$ cat config.mk
export PLATFORM = sky130hd
export DESIGN_NAME = rvv_issue_ctrl
export DESIGN_NICKNAME = d
export VERILOG_FILES = /design/src/rtl/rvv_pkg.sv /design/src/rtl/rvv_insn_fifo.sv /design/src/rtl/rvv_issue_ctrl.sv
export SDC_FILE = /design/constraint.sdc
export NUM_CORES = 1
export LEC_CHECK = 0
export BUFFER_PORTS_ARGS = -buffer_cell sky130_fd_sc_hd__buf_2
export CAP_MARGIN = 40
export CORE_UTILIZATION = 46
export CTS_CLUSTER_SIZE = 40
export DETAILED_ROUTE_END_ITERATION = 12
export GPL_TIMING_DRIVEN = 0
export RECOVER_POWER = 25
export SLEW_MARGIN = 20
export SYNTH_ARGS = -nofsm -noshare
export SYNTH_HDL_FRONTEND = slang
export SYNTH_SLANG_ARGS = --single-unit
$ cat constraint.sdc
create_clock -name clk -period 4.6 [get_ports clk]
set_input_delay 0.46 -clock clk [delete_from_list [all_inputs] [get_ports clk]]
set_output_delay 0.46 -clock clk [all_outputs]
set_load 0.005 [all_outputs]
$ cat src/rtl/rvv_pkg.sv
// Shared RVV encoding constants and decode helpers used by the issue controller.
package rvv_pkg;

   localparam logic [6:0] OPV = 7'h57;

   localparam int OPCODE_LSB = 0;
   localparam int OPCODE_MSB = 6;
   localparam int VD_LSB     = 7;
   localparam int VD_MSB     = 11;
   localparam int F3_LSB     = 12;
   localparam int F3_MSB     = 14;
   localparam int VS1_LSB    = 15;
   localparam int VS1_MSB    = 19;
   localparam int VS2_LSB    = 20;
   localparam int VS2_MSB    = 24;

   typedef enum logic [2:0] {
      OPIVV = 3'b000,
      OPFVV = 3'b001,
      OPMVV = 3'b010,
      OPIVI = 3'b011,
      OPIVX = 3'b100,
      OPFVF = 3'b101,
      OPMVX = 3'b110,
      OPCFG = 3'b111
   } funct3_e;

   typedef struct packed {
      logic [6:0] opcode;
      logic [4:0] vd;
      funct3_e    funct3;
      logic [4:0] vs1;
      logic [4:0] vs2;
   } vinsn_t;

   function automatic vinsn_t decode(input logic [VS2_MSB:0] bits);
      vinsn_t d;
      d.opcode = bits[OPCODE_MSB:OPCODE_LSB];
      d.vd     = bits[VD_MSB:VD_LSB];
      d.funct3 = funct3_e'(bits[F3_MSB:F3_LSB]);
      d.vs1    = bits[VS1_MSB:VS1_LSB];
      d.vs2    = bits[VS2_MSB:VS2_LSB];
      return d;
   endfunction

   // Vector-vector forms read vs1; the scalar/immediate forms carry no vector in that field.
   function automatic logic reads_vs1(input funct3_e f);
      return (f == OPIVV) || (f == OPFVV) || (f == OPMVV);
   endfunction

endpackage

$ cat src/rtl/rvv_insn_fifo.sv
// Small instruction buffer with a combinational head and registered occupancy flags.
module rvv_insn_fifo #(
   parameter int WIDTH = 32,
   parameter int DEPTH = 4
) (
   input  logic             clk,
   input  logic             rst,
   input  logic [WIDTH-1:0] in_insn,
   input  logic             in_vld,
   output logic             in_rdy,
   output logic [WIDTH-1:0] head,
   input  logic             pop,
   output logic             full,
   output logic             empty
);

   localparam int PTR_W = $clog2(DEPTH);

   logic [WIDTH-1:0] mem [DEPTH];
   logic [PTR_W-1:0] wr_ptr_reg;
   logic [PTR_W-1:0] rd_ptr_reg;
   logic [PTR_W:0]   count_reg;
   logic [PTR_W:0]   count_next;
   logic             push;
   logic             do_pop;

   assign full   = (count_reg == (PTR_W+1)'(DEPTH));
   assign empty  = (count_reg == '0);
   // Ready is held low for the whole reset interval, not just until the next edge.
   assign in_rdy = rst && !full;
   assign push   = in_vld && in_rdy;
   assign do_pop = pop && !empty;
   assign head   = mem[rd_ptr_reg];

   always_comb begin
      count_next = count_reg;
      if (push && !do_pop) begin
         count_next = count_reg + (PTR_W+1)'(1);
      end else if (do_pop && !push) begin
         count_next = count_reg - (PTR_W+1)'(1);
      end
   end

   always_ff @(posedge clk) begin
      if (push) begin
         mem[wr_ptr_reg] <= in_insn;
      end
   end

   always_ff @(posedge clk or negedge rst) begin
      if (!rst) begin
         wr_ptr_reg <= '0;
         rd_ptr_reg <= '0;
         count_reg  <= '0;
      end else begin
         if (push) begin
            wr_ptr_reg <= wr_ptr_reg + PTR_W'(1);
         end
         if (do_pop) begin
            rd_ptr_reg <= rd_ptr_reg + PTR_W'(1);
         end
         count_reg <= count_next;
      end
   end

endmodule

$ cat src/rtl/rvv_issue_ctrl.sv
// In-order vector issue stage: buffers fetched instructions and holds RAW-dependent ones
// until the producer's fixed-latency write has landed.
module rvv_issue_ctrl
   import rvv_pkg::*;
#(
   parameter int INSN_WIDTH = 32,
   parameter int NUM_VEC    = 32,
   parameter int PIPE_LAT   = 3,
   parameter int FIFO_DEPTH = 4
) (
   input  logic                  clk,
   input  logic                  rst,
   input  logic [INSN_WIDTH-1:0] in_insn,
   input  logic                  in_vld,
   output logic                  in_rdy,
   output logic [INSN_WIDTH-1:0] insn_out,
   output logic                  insn_out_vld,
   output logic [NUM_VEC-1:0]    busy_vec,
   output logic [15:0]           stall_cnt,
   output logic                  idle
);

   localparam int CNT_W = $clog2(PIPE_LAT + 1);

   logic [INSN_WIDTH-1:0] head;
   logic                  fifo_full;
   logic                  fifo_empty;
   logic                  pop;
   vinsn_t                dec;
   logic                  is_vec;
   logic                  src_busy;
   logic                  hazard;
   logic                  issue;

   logic [INSN_WIDTH-1:0] insn_out_reg;
   logic [INSN_WIDTH-1:0] insn_out_next;
   logic                  insn_out_vld_reg;
   logic [15:0]           stall_cnt_reg;
   logic [15:0]           stall_cnt_next;

   rvv_insn_fifo #(
      .WIDTH (INSN_WIDTH),
      .DEPTH (FIFO_DEPTH)
   ) u_fifo (
      .clk     (clk),
      .rst     (rst),
      .in_insn (in_insn),
      .in_vld  (in_vld),
      .in_rdy  (in_rdy),
      .head    (head),
      .pop     (pop),
      .full    (fifo_full),
      .empty   (fifo_empty)
   );

   assign dec = decode(head[VS2_MSB:0]);

   always_comb begin
      is_vec         = 1'b0;
      src_busy       = 1'b0;
      hazard         = 1'b0;
      issue          = 1'b0;
      pop            = 1'b0;
      insn_out_next  = '0;
      stall_cnt_next = stall_cnt_reg;

      is_vec   = !fifo_empty && (dec.opcode == OPV) && (dec.funct3 != OPCFG);
      // Only RAW matters: a later write to a busy vd lands after the earlier one anyway.
      src_busy = busy_vec[dec.vs2] || (reads_vs1(dec.funct3) && busy_vec[dec.vs1]);
      hazard   = is_vec && src_busy;
      issue    = is_vec && !src_busy;
      pop      = !fifo_empty && !hazard;

      if (issue) begin
         insn_out_next = head;
      end
      if (hazard && (stall_cnt_reg != 16'hFFFF)) begin
         stall_cnt_next = stall_cnt_reg + 16'd1;
      end
   end

   generate
      for (genvar gi = 0; gi < NUM_VEC; gi++) begin : g_cnt
         logic [CNT_W-1:0] cnt_reg;

         always_ff @(posedge clk or negedge rst) begin
            if (!rst) begin
               cnt_reg <= '0;
            end else if (issue && (dec.vd == 5'(gi))) begin
               cnt_reg <= CNT_W'(PIPE_LAT);
            end else if (cnt_reg != '0) begin
               cnt_reg <= cnt_reg - CNT_W'(1);
            end
         end

         assign busy_vec[gi] = (cnt_reg != '0);
      end
   endgenerate

   always_ff @(posedge clk or negedge rst) begin
      if (!rst) begin
         insn_out_reg     <= '0;
         insn_out_vld_reg <= 1'b0;
         stall_cnt_reg    <= '0;
      end else begin
         insn_out_reg     <= insn_out_next;
         insn_out_vld_reg <= issue;
         stall_cnt_reg    <= stall_cnt_next;
      end
   end

   assign insn_out     = insn_out_reg;
   assign insn_out_vld = insn_out_vld_reg;
   assign stall_cnt    = stall_cnt_reg;
   assign idle         = fifo_empty && (busy_vec == '0);

endmodule

==> metrics <==
outcome completed; Synth Flop Type edfxtp_1; HPWL after DPL 16100 µm; Post-synth ARST share 0.484; reg2reg end u_fifo.count_reg[2]; Crit. End Element flop; worst r2r src u_fifo.rd_ptr_reg[0]; Starting Density 0.470; Worst IR Drop VDD 0.341 mV; Final min period 4.00 ns; area share of the largest cell type after synthesis 0.348; RSZ-0062 raised after global routing false; CP Cell Sequence buf_6 -> mux4_2 -> a2111oi_0 -> o41ai_1 -> and4bb_4 -> a21oi_4 -> o21ai_0 -> ha_1 -> inv_1 -> fa_1 -> xor2_1 -> nor2_1 -> xor2_1; Arrival @ worst endpoint 4.46 ns; f_max 250 MHz; post-cts sizing count 0; post-synth cell types 60; switching power total 3.08 mW; Setup WS pre-CTS 0.530 ns; GPL Wtd Cong 0.814; Syn. warnings 0; clk buf depth 3; Hold Crit Depth 1; remaining global-route overflow 0; WL/cell 16.9 µm; post-synthesis cell area 0.0110 mm²; CTS clk-pin slew, worst paths 0.06 ns; routed wire length 22800 µm; Net Sw Frac 0.362; Avg Inst Size Synth 12.9 µm²; R2R Setup Slk 0.60 ns; final core utilization 0.552; Post-Layout Cell Count 1350; Clk network pwr share 0.234; Routed Antenna Nets 0; CP max FO 10; delay of the slowest critical-path stage 0.61 ns; clock root buffer clkbuf_16; Cells after Synth 856; Via density 5.00; Seq/Total Area, Yosys 0.620; Total Power 8.50 mW; Gate power share 0.406; setup bufs post-CTS 0; # H-tree levels 1; cts bufs inserted 26; Setup-failing EPs final 0; I/O Pins 118; # rows 56; crit path launch type flop; full die area 0.0246 mm²; Hold EP u_fifo.mem[0][25]; IO Port Bufs 117; Post-synth EDFFs 128; Fillers 2061; cell taking the most area after synthesis edfxtp_1; largest net degree at the start of global routing 68; Starting DRT DRC Count 363; max_cap viols 0; Worst EP required 5.05 ns; Die Wd 157 µm; layout cell share with drive strength beyond 1 0.177; NumNets Final 1084; fin crit share 0.870; final worst slack 0.599 ns; Reg2Reg Depth 13; core area 0.0235 mm²; slowest CP cell mux4_2; max reg flops 128; Sequential Power Share 0.360; total number of vias 6749; Leak Pwr 5.58 nW; placed cells 1300; synth top area cells edfxtp_1, dfrtp_1, mux4_2; Worst-Margin Slew 0.668 ns; drt first pass iters 5; most used cell along the critical path xor2_1; clk sinks 248; vias in the first global route 6587; relative slew slack 0.555; pwr dens 656 mW/mm²; hold crit path type primary input to flop; crit path kind flop to flop; Final Skew 0.0120 ns; Tot GR Track Use 0.193; count leader, synth edfxtp_1; CTS tree built; die height 157 µm; Layout area overhead 17.4%; Internal 5.42 mW; hold buffer count at CTS 1; detailed-route DRC error count 0; Post-DP Area 0.0122 mm²; Yosys reg bits 248; antenna violations before repair 2; clk_lat worst skew 0.53 ns; Hold Path Origin in_insn[25]; final instance area 0.0130 mm²; final count of pins violating max slew 0; Hold Violations, Final 0; commonest cells in the synthesized netlist edfxtp_1, dfrtp_1, inv_1; first-pass GRT wire length 35900 µm
per-stage QoR:
stage / TNS [ns] / hold WS, ns
after floorplan: 0 / 0.164
after global placement: -63.64 / 0.473
after detailed placement: 0 / 0.427
after CTS: 0 / 0.121
after global routing: 0 / 0.178
final: 0 / 0.186
worst max path at each step:
stage                         start  cells after the start                  end  slack (ns)
2_1_floorplan  u_fifo.rd_ptr_reg[0]                     15  u_fifo.count_reg[2]        1.18
3_3_place_gp                    rst                      3    u_fifo.mem[1][29]       -0.51
3_5_place_dp   u_fifo.rd_ptr_reg[0]                     13  u_fifo.count_reg[2]        0.53
4_1_cts        u_fifo.rd_ptr_reg[0]                     13  u_fifo.count_reg[2]        0.53
5_1_grt        u_fifo.rd_ptr_reg[0]                     13  u_fifo.count_reg[2]        0.33
6_report       u_fifo.rd_ptr_reg[0]                     13  u_fifo.count_reg[2]        0.60
critical path: cells and delay by family, from the launching register on:
| family | cells | cell delay, ns |
|---|---|---|
| buf+inv | 2 | 0.29 |
| mux | 1 | 0.61 |
| compound gates | 4 | 1.15 |
| flops | 1 | 0.48 |
| fa+ha+maj | 2 | 0.63 |
| simple gates | 2 | 0.46 |
| xor+xnor | 2 | 0.30 |
routing by layer:
| layer | vias up | global-route usage | routed length [µm] |
|---|---|---|---|
| met3 | 32 | 0.0354 | 1170 |
| met2 | 146 | 0.320 | 10900 |
| met4 | 0 | 0.0514 | 422 |
| met1 | 3276 | 0.260 | 10300 |
| li1 | 3295 | - | - |
| met5 | - | 0 | 0 |
layout make-up:
class	count	area (µm²)	area share
Timing Repair Buffer	125	708	0.0547
Antenna cell	2	5.00	0.000386
Clock buffer	35	684	0.0528
Clock inverter	12	118	0.00908
Buffer	46	220	0.0170
Tap cell	319	399	0.0308
Sequential cell	248	6850	0.528
Multi-Input combinational cell	454	3560	0.275
Inverter	109	414	0.0320
cell families (layout without fill, tap and decap cells):
logic type	Yosys count	in the layout	synth area share
AOI/OAI and AO/OA	134	134	0.0697
xor gates and xnor gates	51	51	0.0405
adders and majority gates	39	39	0.0449
buffers and inverters	155	327	0.0575
DFF	248	248	0.620
muxes	62	62	0.0833
other	1	4	0.000340
and+or+nand+nor	166	166	0.0832
power by group through the flow:
stage          sequential [mW]  combinational, mW  clock [mW]
3_3_place_gp              3.10               3.37           0
4_1_cts                   3.06               3.50        2.03
3_5_place_dp              3.11               3.49           0
6_report                  3.06               3.45        1.99
5_1_grt                   3.11               3.94        2.11
2_1_floorplan             3.06               2.52           0
cells in the final DEF, fill, tap and decap left out, drive strengths merged, types with 3 or more instances in the layout:
cell type and instances:
a22oi 9, clkinv 9, and2 29, nor2 45, inv 109, xnor2 15
a21oi 39, clkbuf 95, a211o 3, xor2 36, edfxtp 128, nand2 21
nand2b 4, ha 38, nand3 12, and3 10, mux2 6, a211oi 3
nand4 18, o211ai 3, nor3 4, nor2b 7, mux4 23, buf 110
dfrtp 120, or3 3, mux2i 33, o21ai 67
Note: power is estimated with default switching activity, not from simulation.
